<file path="src/rtl/pipelined_adder_pkg.sv">
// Shared defaults and the stage-register record for the pipelined adder.
package pipelined_adder_pkg;

  localparam int DEFAULT_WIDTH  = 32;
  localparam int DEFAULT_STAGES = 4;

  // Record data fields are sized for the widest supported adder; narrower
  // configurations keep the upper bits at zero.
  localparam int MAX_WIDTH = 128;

  typedef struct packed {
    logic                 valid;
    logic                 carry;
    logic                 ovf;
    logic                 sub;
    logic [MAX_WIDTH-1:0] a;
    logic [MAX_WIDTH-1:0] b;
    logic [MAX_WIDTH-1:0] sum;
  } stage_t;

endpackage

</file>
<file path="src/rtl/adder_segment.sv">
// SEG-bit combinational adder slice with carry in/out and signed overflow of its MSB.
module adder_segment
  import pipelined_adder_pkg::*;
#(
  parameter int SEG = 8
) (
  input  logic [SEG-1:0] a,
  input  logic [SEG-1:0] b,
  input  logic           c_in,
  output logic [SEG-1:0] sum,
  output logic           c_out,
  output logic           ovf
);

  assign {c_out, sum} = {1'b0, a} + {1'b0, b} + {{SEG{1'b0}}, c_in};
  assign ovf = (a[SEG-1] == b[SEG-1]) && (sum[SEG-1] != a[SEG-1]);

endmodule

</file>
<file path="src/rtl/pipelined_adder.sv">
// Carry-skewed pipelined adder/subtractor with valid/ready flow control per stage.
module pipelined_adder
  import pipelined_adder_pkg::*;
#(
  parameter int WIDTH  = DEFAULT_WIDTH,
  parameter int STAGES = DEFAULT_STAGES
) (
  input  logic             clk,
  input  logic             rst_n,
  input  logic             in_valid,
  output logic             in_ready,
  input  logic [WIDTH-1:0] a,
  input  logic [WIDTH-1:0] b,
  input  logic             c_in,
  input  logic             sub,
  output logic             out_valid,
  input  logic             out_ready,
  output logic [WIDTH-1:0] sum,
  output logic             c_out,
  output logic             ovf
);

  localparam int SEG = WIDTH / STAGES;

  stage_t            stg [STAGES];
  logic [STAGES-1:0] valid;
  logic [STAGES-1:0] adv;
  logic [STAGES-1:0] load;

  // Advance decisions ripple back from the output so a full pipeline can
  // shift and accept in the same cycle.
  always_comb begin
    adv  = '0;
    load = '0;
    adv[STAGES-1] = valid[STAGES-1] && out_ready;
    for (int k = STAGES - 2; k >= 0; k--) begin
      adv[k] = valid[k] && (!valid[k+1] || adv[k+1]);
    end
    load[0] = in_valid && in_ready;
    for (int k = 1; k < STAGES; k++) begin
      load[k] = adv[k-1];
    end
  end

  assign in_ready  = !valid[0] || adv[0];
  assign out_valid = stg[STAGES-1].valid;
  assign sum       = stg[STAGES-1].sum[WIDTH-1:0];
  assign c_out     = stg[STAGES-1].carry;
  assign ovf       = stg[STAGES-1].ovf;

  for (genvar k = 0; k < STAGES; k++) begin : g_stage
    stage_t         src;
    stage_t         nxt;
    logic [SEG-1:0] b_eff;
    logic [SEG-1:0] seg_sum;
    logic           seg_cout;
    logic           seg_ovf;

    if (k == 0) begin : g_first
      // Subtraction is a + ~b + 1, so stage 0 forces its carry-in high.
      always_comb begin
        src            = '0;
        src.sub        = sub;
        src.carry      = sub ? 1'b1 : c_in;
        src.a[WIDTH-1:0] = a;
        src.b[WIDTH-1:0] = b;
      end
    end else begin : g_next
      assign src = stg[k-1];
    end

    assign b_eff = src.sub ? ~src.b[k*SEG +: SEG] : src.b[k*SEG +: SEG];
    assign valid[k] = stg[k].valid;

    adder_segment #(.SEG(SEG)) u_seg (
      .a     (src.a[k*SEG +: SEG]),
      .b     (b_eff),
      .c_in  (src.carry),
      .sum   (seg_sum),
      .c_out (seg_cout),
      .ovf   (seg_ovf)
    );

    always_comb begin
      nxt                     = src;
      nxt.valid               = 1'b1;
      nxt.carry               = seg_cout;
      nxt.ovf                 = seg_ovf;
      nxt.sum[k*SEG +: SEG]   = seg_sum;
    end

    always_ff @(posedge clk or negedge rst_n) begin
      if (!rst_n) begin
        stg[k] <= '0;
      end else if (load[k]) begin
        stg[k] <= nxt;
      end else if (adv[k]) begin
        stg[k].valid <= 1'b0;
      end
    end
  end

endmodule
</file>
<file path="config.mk">
export PLATFORM = sky130hd
export DESIGN_NAME = pipelined_adder
export DESIGN_NICKNAME = d
export VERILOG_FILES = /design/src/rtl/pipelined_adder_pkg.sv /design/src/rtl/adder_segment.sv /design/src/rtl/pipelined_adder.sv
export SDC_FILE = /design/constraint.sdc
export NUM_CORES = 1
export LEC_CHECK = 0
export BUFFER_PORTS_ARGS = -buffer_cell sky130_fd_sc_hd__buf_2
export CORE_ASPECT_RATIO = 0.8
export CORE_UTILIZATION = 63
export DETAILED_ROUTE_END_ITERATION = 8
export GPL_TIMING_DRIVEN = 0
export PLACE_DENSITY = 0.86
export SYNTH_ARGS = -nofsm -noshare
export SYNTH_HDL_FRONTEND = slang
export SYNTH_SLANG_ARGS = --single-unit
</file>
<file path="constraint.sdc">
create_clock -name clk -period 6 [get_ports clk]
set_clock_uncertainty 0.15 [all_clocks]
set_input_delay 0.3 -clock clk [delete_from_list [all_inputs] [get_ports clk]]
set_output_delay 0.3 -clock clk [all_outputs]
set_load 0.01 [all_outputs]
</file>
== Word level (Yosys, flattened, before mapping) ==
Index checks and enable logic that the tools add are counted.
Operators by class
  bitwise operators: 4
  reductions and logical operators: 18
  add/subtract/negate cells: 8
  eq/ne operators: 2
  mux-type cells: 13
Operator list (number)
  $add 8x8->9: 4
  $add 9x1->9: 4
  $mux 8: 4
  $not 8->8: 4
  $mux 1: 9
  $reduce_bool 2->1: 4
  $logic_and 1x1->1: 6
  $logic_not 1->1: 4
  $logic_or 1x1->1: 4
  $eq 1x1->1: 1
  $ne 1x1->1: 1
Word-level totals
  output and inout bits: 36
  flip-flop bits (word level): 284

== Logic depth before layout (Yosys ltp) ==
  depth after elaboration: 10
  mapped depth: 9

== Hierarchy ==
A second synthesis with hierarchy kept.
Second synthesis, totals
  cell total of the unflattened synthesis: 606
  area total of the unflattened synthesis: 8698.3 µm²
Modules (own cells, without submodules)
  pipelined_adder: cells each 440, area an instance 7345.8 µm², times used 1
  adder_segment at g_stage[1].u_seg ...: cells each 42, area an instance 336.6 µm², times used 3
  adder_segment at g_stage[0].u_seg: cells each 40, area an instance 342.8 µm², times used 1

== Least setup slack after synthesis ==
OpenSTA, ideal clock, no wires.
  path type: input to register
  from: in sub
  to: reg stg, in the netlist g_stage[1].src[386]
  path buffers: 1
  slack: 3068 ps
  cell stages on the path: 9
  required time: 5726 ps
  arrival: 2658 ps
  path through: clkbuf_1 > or2_2 > fa_1 > fa_1 > a211oi_1 > o21ai_0 > and3_1 > o21a_1 > o31a_1
On the way
  word-level cells in the longest chain between the ends: 3
  elaborated cells between the ends (all ways): 4
  classes of those cells: add/sub: 2; mux: 2
RTL lines
  start, declared: line pipelined_adder.sv:15  | input logic sub,
  $mux 8: line pipelined_adder.sv:72  | assign b_eff = src.sub ? ~src.b[k*SEG +: SEG] : src.b[k*SEG +: SEG];
  $add 8x8->9: line adder_segment.sv:15  | assign {c_out, sum} = {1'b0, a} + {1'b0, b} + {{SEG{1'b0}}, c_in};
  $add 9x1->9 (*): line adder_segment.sv:15
  end signal, assigned by index: line pipelined_adder.sv:96  | stg[k] <= nxt;
  end, declared: line pipelined_adder.sv:25  | stage_t stg [STAGES];
Every way passes the cells marked *; elsewhere a longest branch is shown, timed or not.
A chain may end at the register's enable or synchronous reset.

== Final worst setup path ==
  from: reg stg, in the netlist g_stage[3].nxt[384]
  to: reg stg, in the netlist ovf
On the way
  word-level cells in the longest chain between the ends: 5
  elaborated cells between the ends (all ways): 6
  classes of those cells: add/sub: 2; eq/ne: 2; mux: 1; reduce/logical: 1
RTL lines
  $mux 8 (*): line pipelined_adder.sv:72
  $add 8x8->9: line adder_segment.sv:15
  $add 9x1->9: line adder_segment.sv:15
  $ne 1x1->1: line adder_segment.sv:16  | assign ovf = (a[SEG-1] == b[SEG-1]) && (sum[SEG-1] != a[SEG-1]);
  $logic_and 1x1->1 (*): line adder_segment.sv:16
Marks and branches as above.

==> flow_summary.ini <==
[status]
run_status = completed

[setup_path]
critical_path_class = flop to flop
critPathCaptureType = flop
critical_path_arrival_ps = 3220
max_stage_delay_ps = 530
r2r_start = g_stage[3].nxt[384]$_DFFE_PN0P_
critPathBufInv = 1
startpoint_type = flop
worstPathMaxFanout = 9
crit_start = g_stage[3].nxt[384]$_DFFE_PN0P_
cp_slowest_cell = clkbuf_1
r2r_slack_ps = 2960
cp_cell_sequence = clkbuf_1 > xor2_1 > ha_1 > nor2b_4 > o31a_2 > o211a_1 > or3_1 > a32o_1
cp_top_family = compound AO/OA/AOI/OAI gates
reg2reg_depth = 8
cp.required_ps = 6170
timing.rr.end = ovf$_DFFE_PN0P_

[timing]
setup_tns_ps = 0
worst_pin_slew_ps = 868
maxSlewViolCount = 0
layout_setup_ws_ps = 2960
rsz0062_at_grt = false
setup_viol = 0
min_period_over_period_pct = 50.7
hold_viol = 0
clock.fmax_mhz = 329
period_needed_ps = 3040
relSlewSlack_pct = 42.1
whs_ps = 101

[clock_tree]
postCtsSetupBuffers = 0
root_buffer = clkbuf_16
cts_tree = done
cts_buffers = 17
clkTransAtPathRegs_ps = 70
clock_sinks = 188
clk_path_buf_depth = 2
clk_latency_ps = 440
htree_levels = 4

[floorplan]
pin_count = 106
dieArea_sq_um = 14000
initial_core_util_pct = 65.5
chipHeight_um = 106
die_x_um = 132
core_sq_um = 13100
rows = 37

[layout]
fin_util_pct = 80.3
final_cell_area_sq_um = 10500
area_growth_syn_to_layout_pct = 22.5
drive_above_1_share_pct = 36.5
nets = 925

[logic_synthesis]
syn_area_sq_um = 8550
synthesis.nets = 751
synth_area_leaders = dfrtp_1 55%, mux2_2 19%, ha_1 4.1%
synthFlopType = dfrtp_1
postSynthAreaPerCell_sq_um = 13.3
postSynth.asyncResetShare_pct = 100
ys_ff_latch = 188
synth.top_cell.area_share_pct = 55.0
synth_enable_flop_cells = 0
synth_area_leader_cell = dfrtp_1
syn_inst = 645
ys_types = 43
yosysWarnings = 0
seq_area_frac_synth_pct = 55.0

[place]
placed_cell_area_sq_um = 9330
pre_cts_ws_ps = 2800
io_buffers = 104
dp_hpwl_um = 12200
globalplace.congestion = 0.915

[min_path]
hold_start = out_ready
hold_path_depth = 3
min_path_type = input port to flop
min_to = g_stage[3].src[387]$_DFFE_PN0P_

[global_route]
grt_max_degree = 120
grt_pass1_vias = 5925
grt_util_all_layers_pct = 28.2
grt_pass1_wl_um = 29700
grt_antenna_before_repair = 1
grt-ovfl-total = 0

[job]
max-cap-violations = 0

[drt]
drt-wirelength-per-cell_um = 18.1
drt-initial-drc-count = 268
routed_wl_um = 18300
dr.pass1.iters = 4
viasPerCell = 5.60
ant_nets = 0
drc = 0
vias = 5644

[power]
cellPowerDensity_nw_per_um2 = 482
ir_drop_uv = 290
leakage_nw = 4.84
cells by family after synthesis:
group           share of synthesized area [%]
flops                                    55.0
buf+inv                                  2.55
xor+xnor                                 3.99
mux                                      19.9
simple gates                             5.46
fa+ha+maj                                5.97
compound gates                           7.18
how the worst max path moves through the flow:
| stage | slack [ps] | to | depth (start not counted) |
|---|---|---|---|
| final | 2960 | ovf$_DFFE_PN0P_ | 8 |
| after global routing | 2820 | c_out$_DFFE_PN0P_ | 9 |
| after CTS | 3010 | g_stage[3].src[386]$_DFFE_PN0P_ | 9 |
| after detailed placement | 2800 | g_stage[1].src[386]$_DFFE_PN0P_ | 9 |
| after global placement | 1730 | g_stage[1].nxt[138]$_DFFE_PN0P_ | 1 |
| after floorplan | 3070 | g_stage[1].src[386]$_DFFE_PN0P_ | 9 |
timing repair:
item | 4_1_cts | 5_1_grt
hold endpoints to repair | 167 | 0
hold buffers | 50 | 0
gates resized for setup | 0 | 0
metrics by stage:
stage | cells | power (mW)
2_1_floorplan | 645 | 3.24
3_3_place_gp | 924 | 3.64
3_5_place_dp | 925 | 3.78
4_1_cts | 1007 | 5.05
5_1_grt | 1008 | 5.34
6_report | 1008 | 5.05
registers in the layout, summed over array words and instances, names as in the netlist:
| name | flops |
|---|---|
| sum | 32 |
| out_valid | 1 |
| ovf | 1 |
| g_stage.nxt | 147 |
| g_stage.src | 6 |
| c_out | 1 |
worst min-delay path, delay by kind of cell:
kind	cells	cell delay [ps]
buffers and inverters	1	90
and+or+nand+nor	2	260
layout by cell type, fill, tap and decap left out, drive strengths merged, types with 11 or more instances in the layout:
cell / synthesis / routed
nand2b: 11 / 11
inv: 17 / 19
clkbuf: 7 / 30
buf: 19 / 124
mux2: 149 / 149
dfrtp: 188 / 188
o21ai: 27 / 27
o21a: 14 / 14
o31ai: 17 / 17
ha: 28 / 28
dlygate4sd3: 0 / 50
nand2: 36 / 36
nor2: 19 / 19
xor2: 35 / 35
synthesized netlist by cell type, types with 2 or more instances:
master,instances
ha_1,28
a211oi_1,8
o211ai_1,2
mux2_1,2
o21a_1,14
and2_1,3
buf_2,12
mux2_2,147
and3_1,2
nand2_1,36
nand3_1,2
mux2i_1,2
fa_1,8
o31a_1,2
clkbuf_1,7
o21ai_0,27
nor2b_1,3
dfrtp_1,188
xnor2_1,4
or3_1,5
buf_6,5
nor2_1,19
nand2b_1,11
or2_2,2
o31ai_1,17
nor3_1,9
a41o_1,4
xor2_1,35
a21o_1,3
inv_1,17
a21oi_1,9
per-layer routing:
metal / wire length [um] / track usage, % / vias up / share of wire, %
met1: 7840 / 35.9 / 2846 / 43
li1: - / - / 2630 / -
met2: 9450 / 48.7 / 143 / 52
met5: 0 / 0 / - / 0
met3: 736 / 5.25 / 25 / 4.0
met4: 248 / 10.1 / 0 / 1.4
power breakdown:
| part | switching (mW) | total, mW | internal (mW) |
|---|---|---|---|
| registers | 0.263 | 1.97 | 1.71 |
| clock network | 0.475 | 1.22 | 0.744 |
| logic | 0.943 | 1.86 | 0.915 |
area by class of cell:
type	instances	area [sq um]
sequential	188	4700
multi-input combinational	414	3630
fill	774	2580
timing repair buffer	155	1060
clock buffer	23	488
tap	175	219
clock inverter	9	156
buffer	26	154
inverter	17	63.8
antenna	1	2.50
Note: power is estimated with default switching activity, not from simulation.
